===== src/rtl/seq_chunk_adder.sv =====
// Multi-cycle adder/subtractor: processes CHUNK bits per clock and
// ripples the carry between chunks through a register.
module seq_chunk_adder #(
    parameter int WIDTH = 32,
    parameter int CHUNK = 8
) (
    input  logic             clk,
    input  logic             rst,
    input  logic             in_valid,
    output logic             in_ready,
    input  logic [WIDTH-1:0] a,
    input  logic [WIDTH-1:0] b,
    input  logic             cin,
    input  logic             sub,
    output logic             out_valid,
    input  logic             out_ready,
    output logic [WIDTH-1:0] sum,
    output logic             cout,
    output logic             ovf
);

    localparam int N  = WIDTH / CHUNK;
    localparam int CW = (N > 1) ? $clog2(N) : 1;

    typedef enum logic [1:0] {IDLE, RUN, DONE} state_e;

    state_e           state_q, state_d;
    logic [WIDTH-1:0] a_q, a_d;
    logic [WIDTH-1:0] b_q, b_d;
    logic [WIDTH-1:0] res_q, res_d;
    logic [WIDTH-1:0] sum_q, sum_d;
    logic [CW-1:0]    cnt_q, cnt_d;
    logic             carry_q, carry_d;
    logic             sub_q, sub_d;
    logic             cout_q, cout_d;
    logic             ovf_q, ovf_d;

    logic [CHUNK:0]         chunk_full;
    logic [CHUNK-1:0]       chunk_sum;
    logic                   chunk_c;
    logic                   msb_cin;
    logic [WIDTH+CHUNK-1:0] res_shift;
    logic [WIDTH-1:0]       res_next;
    logic                   last;

    always_comb begin
        chunk_full = {1'b0, a_q[CHUNK-1:0]}
                   + {1'b0, b_q[CHUNK-1:0]}
                   + {{CHUNK{1'b0}}, carry_q};
        chunk_sum  = chunk_full[CHUNK-1:0];
        chunk_c    = chunk_full[CHUNK];
        // Carry into the top bit recovered from its sum bit.
        msb_cin    = a_q[CHUNK-1] ^ b_q[CHUNK-1] ^ chunk_sum[CHUNK-1];
        res_shift  = {chunk_sum, res_q};
        res_next   = res_shift[WIDTH+CHUNK-1:CHUNK];
        last       = (cnt_q == CW'(N - 1));
    end

    always_ff @(posedge clk) begin
        if (rst) begin
            state_q <= IDLE;
            a_q     <= '0;
            b_q     <= '0;
            res_q   <= '0;
            sum_q   <= '0;
            cnt_q   <= '0;
            carry_q <= 1'b0;
            sub_q   <= 1'b0;
            cout_q  <= 1'b0;
            ovf_q   <= 1'b0;
        end else begin
            state_q <= state_d;
            a_q     <= a_d;
            b_q     <= b_d;
            res_q   <= res_d;
            sum_q   <= sum_d;
            cnt_q   <= cnt_d;
            carry_q <= carry_d;
            sub_q   <= sub_d;
            cout_q  <= cout_d;
            ovf_q   <= ovf_d;
        end
    end

    always_comb begin
        state_d = state_q;
        unique case (state_q)
            IDLE:    if (in_valid) state_d = RUN;
            RUN:     if (last) state_d = DONE;
            DONE:    if (out_ready) state_d = IDLE;
            default: state_d = IDLE;
        endcase
    end

    always_comb begin
        a_d     = a_q;
        b_d     = b_q;
        res_d   = res_q;
        sum_d   = sum_q;
        cnt_d   = cnt_q;
        carry_d = carry_q;
        sub_d   = sub_q;
        cout_d  = cout_q;
        ovf_d   = ovf_q;
        unique case (state_q)
            IDLE: begin
                if (in_valid) begin
                    a_d     = a;
                    b_d     = sub ? ~b : b;
                    carry_d = sub ^ cin;
                    sub_d   = sub;
                    cnt_d   = '0;
                end
            end
            RUN: begin
                a_d     = a_q >> CHUNK;
                b_d     = b_q >> CHUNK;
                res_d   = res_next;
                carry_d = chunk_c;
                cnt_d   = cnt_q + CW'(1);
                if (last) begin
                    sum_d  = res_next;
                    cout_d = chunk_c ^ sub_q;
                    ovf_d  = msb_cin ^ chunk_c;
                end
            end
            default: ;
        endcase
    end

    always_comb begin
        in_ready  = (state_q == IDLE);
        out_valid = (state_q == DONE);
        sum       = sum_q;
        cout      = cout_q;
        ovf       = ovf_q;
    end

endmodule


===== config.mk =====
export PLATFORM = sky130hd
export DESIGN_NAME = seq_chunk_adder
export DESIGN_NICKNAME = d
export VERILOG_FILES = /design/src/rtl/seq_chunk_adder.sv
export SDC_FILE = /design/constraint.sdc
export NUM_CORES = 1
export LEC_CHECK = 0
export CAP_MARGIN = 15
export CORE_AREA = 4 4 154 156
export DETAILED_ROUTE_END_ITERATION = 16
export DIE_AREA = 0 0 158 160
export GPL_TIMING_DRIVEN = 0
export PLACE_DENSITY_LB_ADDON = 0.1
export REMOVE_ABC_BUFFERS = 1
export SYNTH_ARGS = -nofsm -noshare
export SYNTH_HDL_FRONTEND = slang
export SYNTH_SLANG_ARGS = --single-unit

===== constraint.sdc =====
create_clock -name clk -period 3.55 [get_ports clk]
set_input_delay 0.71 -clock clk [delete_from_list [all_inputs] [get_ports clk]]
set_output_delay 0.71 -clock clk [all_outputs]
set_load 0.05 [all_outputs]

==> metrics, run 1 <==
run status=completed; post-placement cell count=roughly 1000; vias per cell=~4.5; Switching Share=approximately 25%; # DRC=0; global-route wire length before repair=~23000 um; FP Rows=55; max_cap viols=0; Max rail drop VDD=around 0.29 mV; global route overflow=0; commonest non-fill, non-tap cell in the layout=nand2_1; Die Height=about 160 um; Sink Count=between 100 and 150; WP data required=roughly 2.8 ns; CP endpoint kind=output pin; Rel. slew slack=between 50% and 60%; number of buffers created by CTS=17; via count=about 4700; post-synthesis cell area=about 5500 um^2; Leak=2.60 nW; Detailed Routing Iterations Pass 1=5; RSZ-0062 raised after global routing=false; Clk pwr share=46.8%; setup TNS=0 ns; Gate Count Post-Synth=between 600 and 700; dpl hpwl=roughly 9600 um; Setup Skew=around 0.011 ns; PD cells=519 nW/um^2; final WL=between 10000 and 15000 um; post-route cell area=around 7400 um^2; NumNets Final=824; final hold vios=0; Finished Layout Cells=1042; die footprint=roughly 25000 um^2; distinct cell type count after synthesis=40; fmax=388 MHz; HP Class=reg -> reg; ys flop type=dfxtp_1; Seq/Total Area, Yosys=between 40% and 50%; Post-CTS Setup Bufs=0; share of Yosys cell area claimed by the top area cell type=a little under half; Iter 0 DRT Violations=roughly 190; Core Region=approximately 22000 um^2; routability congestion estimate from global placement=0.681; H-Tree Depth=4; Post-synth EDFFs=0; synth-to-layout area growth=33.3%; period utilisation layout=between 70% and 80%; Critical Path AT=around 1.9 ns; most frequent cells in the layout=nand2_1 (168), dfxtp_1 (128), clkdlybuf4s50_1 (103); Ports=between 100 and 150; Sw Pwr=about 0.00096 W; average wire per standard cell=approximately 14 um; Port Buf Inserts=between 100 and 150; ant diodes=0; worst hold margin=~0.45 ns; Clock Path Buffers=2; Logic pwr share=about 12%; Worst Max-Slew Pin Slew=roughly 0.7 ns; CTS tree=built; initial antenna violation count=0; Clock Latency Late Sink=0.41 ns; post-place setup slack=roughly 1.1 ns; synth top area cells=dfxtp_1 (46%), nand2_1 (11%), a21oi_1 (6.9%); PostCTS Resize Cnt=0; Yosys reg bits=approximately 130; critical path class=reg -> out; CTS Root Cell=clkbuf_16; vias in the first global route=4546; clock slew at reported path FFs=~0.060 ns; Syn Area/Cell=~8.3 um^2; placed cell areas=just under 7000 um^2; Startpoint Class=register; Int Pwr=roughly 0.0029 W; Hold-fix buffers, CTS=0; CP Max Fanout=4; Die W=158 um; worst setup margin=between 0.9 and 1 ns; Routed Antenna Nets=0; asr flop ratio synth=0%; Setup violations, final=0; fraction of layout cells with a size suffix above 1=under 10%; Final Slew Violations=0; Final min period=about 2.6 ns; sequential power share=40.7%; Synth Warn #=0; Starting Density=~25%; All-Layer GR Usage=between 10 and 15%; largest net degree at the start of global routing=69; cell taking the most area after synthesis=dfxtp_1
## metal layers
metal	up-vias	wire, um	GRT usage [%]
met2	127	6310	17.3
li1	2435	-	-
met1	2158	7050	15.9
met5	-	0	0
met4	0	203	3.72
met3	13	802	3.39
## synthesized netlist by cell type, types with 2 or more instances
| master | n |
|---|---|
| dfxtp_1 | 128 |
| ha_1 | 8 |
| buf_2 | 28 |
| a21o_1 | 3 |
| xnor2_1 | 28 |
| inv_1 | 4 |
| a21oi_1 | 76 |
| nand2b_1 | 5 |
| clkbuf_1 | 16 |
| fa_1 | 2 |
| nor2_1 | 81 |
| a221oi_2 | 2 |
| a311oi_1 | 24 |
| a221oi_1 | 22 |
| a211oi_1 | 4 |
| buf_4 | 3 |
| o21ai_0 | 6 |
| xor2_1 | 10 |
| nand2_1 | 169 |
| nand3_1 | 15 |
| a2111oi_1 | 2 |
| nor4b_1 | 4 |
| buf_6 | 8 |
| o211ai_1 | 2 |
| nor2_2 | 2 |
| a311o_1 | 3 |
## worst paths after layout
check                          startpoint              endpoint  slack, ns  depth (start not counted)
setup / recovery  state_q[1]$_SDFFE_PP0P_             out_valid       0.97                          2
hold reg to reg         cout$_SDFFE_PP0P_     cout$_SDFFE_PP0P_       0.45                          2
setup reg to reg  state_q[0]$_SDFFE_PP0P_  sum[30]$_SDFFE_PP0P_       1.13                          5
hold / removal          cout$_SDFFE_PP0P_     cout$_SDFFE_PP0P_       0.45                          2
## per-stage QoR
stage               total power (W)  utilization [%]
floorplan                   0.00185                -
global placement            0.00206             29.7
detailed placement          0.00208             30.3
CTS                         0.00390             33.1
global route                0.00402             33.1
finish                      0.00384             33.1
## layout make-up
cell class | instances | area (um^2)
clock buffer | 20 | 457
sequential | 128 | 2560
inverter | 4 | 15.0
timing repair buffer | 111 | 1180
clock inverter | 12 | 158
multi-input combinational | 482 | 2670
fill | 2334 | 15000
tap | 285 | 357
## sequential cells by signal, indices dropped and copies added, names as in the netlist
register	cells
a_q	32
b_q	32
carry_q	1
cnt_q	2
cout	1
ovf	1
res_q	24
state_q	2
sub_q	1
sum	32
## critical path: stages (launching register included)
cell and delay (ns):
dfxtp_1 0.42, nor2b_1 0.20, clkdlybuf4s50_1 0.83
## logic make-up (layout without fill, tap and decap cells)
kind of cell	after synthesis	in the layout	synth area share [%]
flops	128	128	46.2
compound gates	148	148	18.0
fa+ha+maj	10	10	2.53
buf+inv	59	147	5.91
xor+xnor	38	38	6.00
simple gates	286	286	21.3
## power groups by stage
stage	clock network, W	logic [W]	registers (W)
floorplan	0	0.000268	0.00158
global placement	0	0.000467	0.00159
detailed placement	0	0.000484	0.00160
CTS	0.00185	0.000486	0.00157
global route	0.00191	0.000534	0.00157
finish	0.00180	0.000478	0.00156
(Power assumes the default switching activity.)
==> run 2, diff against run 1 <==
==> constraint.sdc (replaced) <==
create_clock -name clk -period 2.64 [get_ports clk]
set_input_delay 0.528 -clock clk [delete_from_list [all_inputs] [get_ports clk]]
set_output_delay 0.528 -clock clk [all_outputs]
set_load 0.05 [all_outputs]
==> run 2 against run 1 <==
Cell area grew 0.12%. Combinational power rose by 35%. Via count decreased by 0.44%. Sequential cell count unchanged. Clock skew barely moved. Critical path depth stayed put. Final cell count barely moved. Wire length grew 1.3%. Non-clock buffer count stayed put. Critical path type unchanged. Largest cell class unchanged. Largest power group unchanged.
==> metrics, run 2 (synthesis results as in run 1) <==
register area=2560 um^2 (unchanged); WP data required=2.11 ns (was 2.84 ns); Die W=158 um (unchanged); All-Layer GR Usage=11.5% (unchanged); Pwr Total=0.00517 W (was 0.00384 W); Setup violations, final=0 (unchanged); largest net degree at the start of global routing=69 (unchanged); via count=4712 (was 4733); Sink Count=128 (unchanged); Hold-fix buffers, CTS=0 (unchanged); CP Max Fanout=5 (was 4); Rel. slew slack=54.6% (was 54.2%); ant diodes=0 (unchanged); # DRC=0 (unchanged); FP Rows=55 (unchanged); max_cap viols=0 (unchanged); area of the multi-input gates=2670 um^2 (about the same); NumNets Final=825 (was 824); RSZ-0062 raised after global routing=false (unchanged); fraction of layout cells with a size suffix above 1=6.99% (was 6.87%); clock slew at reported path FFs=0.06 ns (about the same); Worst R2R Path Depth=5 (unchanged); Critical Path AT=1.97 ns (was 1.87 ns); run status=completed (unchanged); vias in the first global route=4546 (unchanged); Ports=106 (unchanged); final hold vios=0 (unchanged); global route overflow=0 (unchanged); synth-to-layout area growth=33.5% (was 33.3%); Die Height=160 um (unchanged); PD cells=699 nW/um^2 (was 519 nW/um^2); vias per cell=4.52 (was 4.54); CP endpoint kind=output pin (unchanged); Leak=2.60 nW (about the same); HP Class=reg -> reg (unchanged); Clock Latency Late Sink=0.42 ns (was 0.41 ns); Starting Density=24.8% (unchanged); Critical Path Source=state_q[1]$_SDFFE_PP0P_ (unchanged); Fillers=2334 (unchanged); CTS Root Cell=clkbuf_16 (unchanged); worst setup margin=0.146 ns (was 0.970 ns); reg-to-reg setup timing slack=0.31 ns (was 1.13 ns); Iter 0 DRT Violations=194 (was 192); average wire per standard cell=14.0 um (was 13.8 um); Final min period=about 2.5 ns; period utilisation layout=94.5%; Core Region=22400 um^2 (unchanged); die footprint=25300 um^2 (unchanged); RR Startpoint=state_q[0]$_SDFFE_PP0P_ (unchanged); Post-CTS Setup Bufs=0 (unchanged); R2R Path End=sum[30]$_SDFFE_PP0P_ (unchanged); fmax=401 MHz; global-route wire length before repair=23400 um (unchanged); post-place setup slack=0.194 ns (was 1.10 ns); Final Slew Violations=0 (unchanged); number of buffers created by CTS=17 (unchanged); PostCTS Resize Cnt=0 (unchanged); critical path class=reg -> out (unchanged); Setup crit end=out_valid (unchanged); initial antenna violation count=0 (unchanged); Clock Path Buffers=2 (unchanged); Detailed Routing Iterations Pass 1=4 (was 5); CTS tree=built (unchanged); most frequent cells in the layout=nand2_1 (168), dfxtp_1 (128), clkdlybuf4s50_1 (103) (unchanged); Port Buf Inserts=105 (unchanged); Startpoint Class=register (unchanged); Worst Max-Slew Pin Slew=0.679 ns (was 0.685 ns); routability congestion estimate from global placement=0.681 (unchanged); commonest non-fill, non-tap cell in the layout=nand2_1 (unchanged); H-Tree Depth=4 (unchanged); dpl hpwl=9550 um (unchanged); Max rail drop VDD=0.390 mV (was 0.290 mV); Routed Antenna Nets=0 (unchanged); final WL=14600 um (was 14400 um); Setup Skew=0.0109 ns (was 0.0106 ns)
run 2: changes by cell type in the layout (fill, tap and decap cells not counted), sizes merged:
cell   delta
nor2b     +1
run 2: worst min path at each step:
stage,from,to,slack (ns),cells after the start
CTS,cout$_SDFFE_PP0P_,cout$_SDFFE_PP0P_,0.46,2
finish,cout$_SDFFE_PP0P_,cout$_SDFFE_PP0P_,0.45,2
global placement,cout$_SDFFE_PP0P_,cout$_SDFFE_PP0P_,0.44,2
floorplan,res_q[8]$_SDFFE_PP0P_,sum[0]$_SDFFE_PP0P_,0.43,2
detailed placement,sum[18]$_SDFFE_PP0P_,sum[18]$_SDFFE_PP0P_,0.45,2
global route,cout$_SDFFE_PP0P_,cout$_SDFFE_PP0P_,0.47,2
run 2: final cells by class:
cell class | instances | area share [%]
flip-flops and latches | 128 | 34.6
inverters | 4 | 0.203
repair buffers | 111 | 15.9
clock buffers | 20 | 6.17
multi-input cells | 483 | 36.1
clock inverters | 12 | 2.13
well taps | 285 | 4.82
run 2: critical path, stage by stage, from the launching register on:
cell,delay (ns)
dfxtp_1,0.50
nor2b_1,0.22
clkdlybuf4s50_1,0.83
run 2: metrics by stage:
stage	instance area, um^2	utilization (%)	TNS (ns)	hold WS, ns	std cells
finish	7400	33.1	0	0.450	1043
detailed placement	6780	30.3	0	0.447	1010
global route	7400	33.1	0	0.475	1043
global placement	6640	29.7	-268.16	0.442	1004
CTS	7390	33.1	0	0.455	1042
floorplan	5230	-	0	0.426	614
run 2: power breakdown:
group / leakage, nW / switching (W) / internal (W)
sequential: 1.04 / 0.0000674 / 0.00204
combinational: 1.27 / 0.000354 / 0.000291
clock: 0.293 / 0.000882 / 0.00154
total: 2.60 / 0.00130 / 0.00387
run 2: metal layers:
layer  up-vias  share of wire, %  GRT usage [%]
li1       2439                 -              -
met4         0               1.4           3.72
met1      2145                49           15.9
met3        13               5.1           3.39
met5         -                 0              0
met2       115                45           17.3
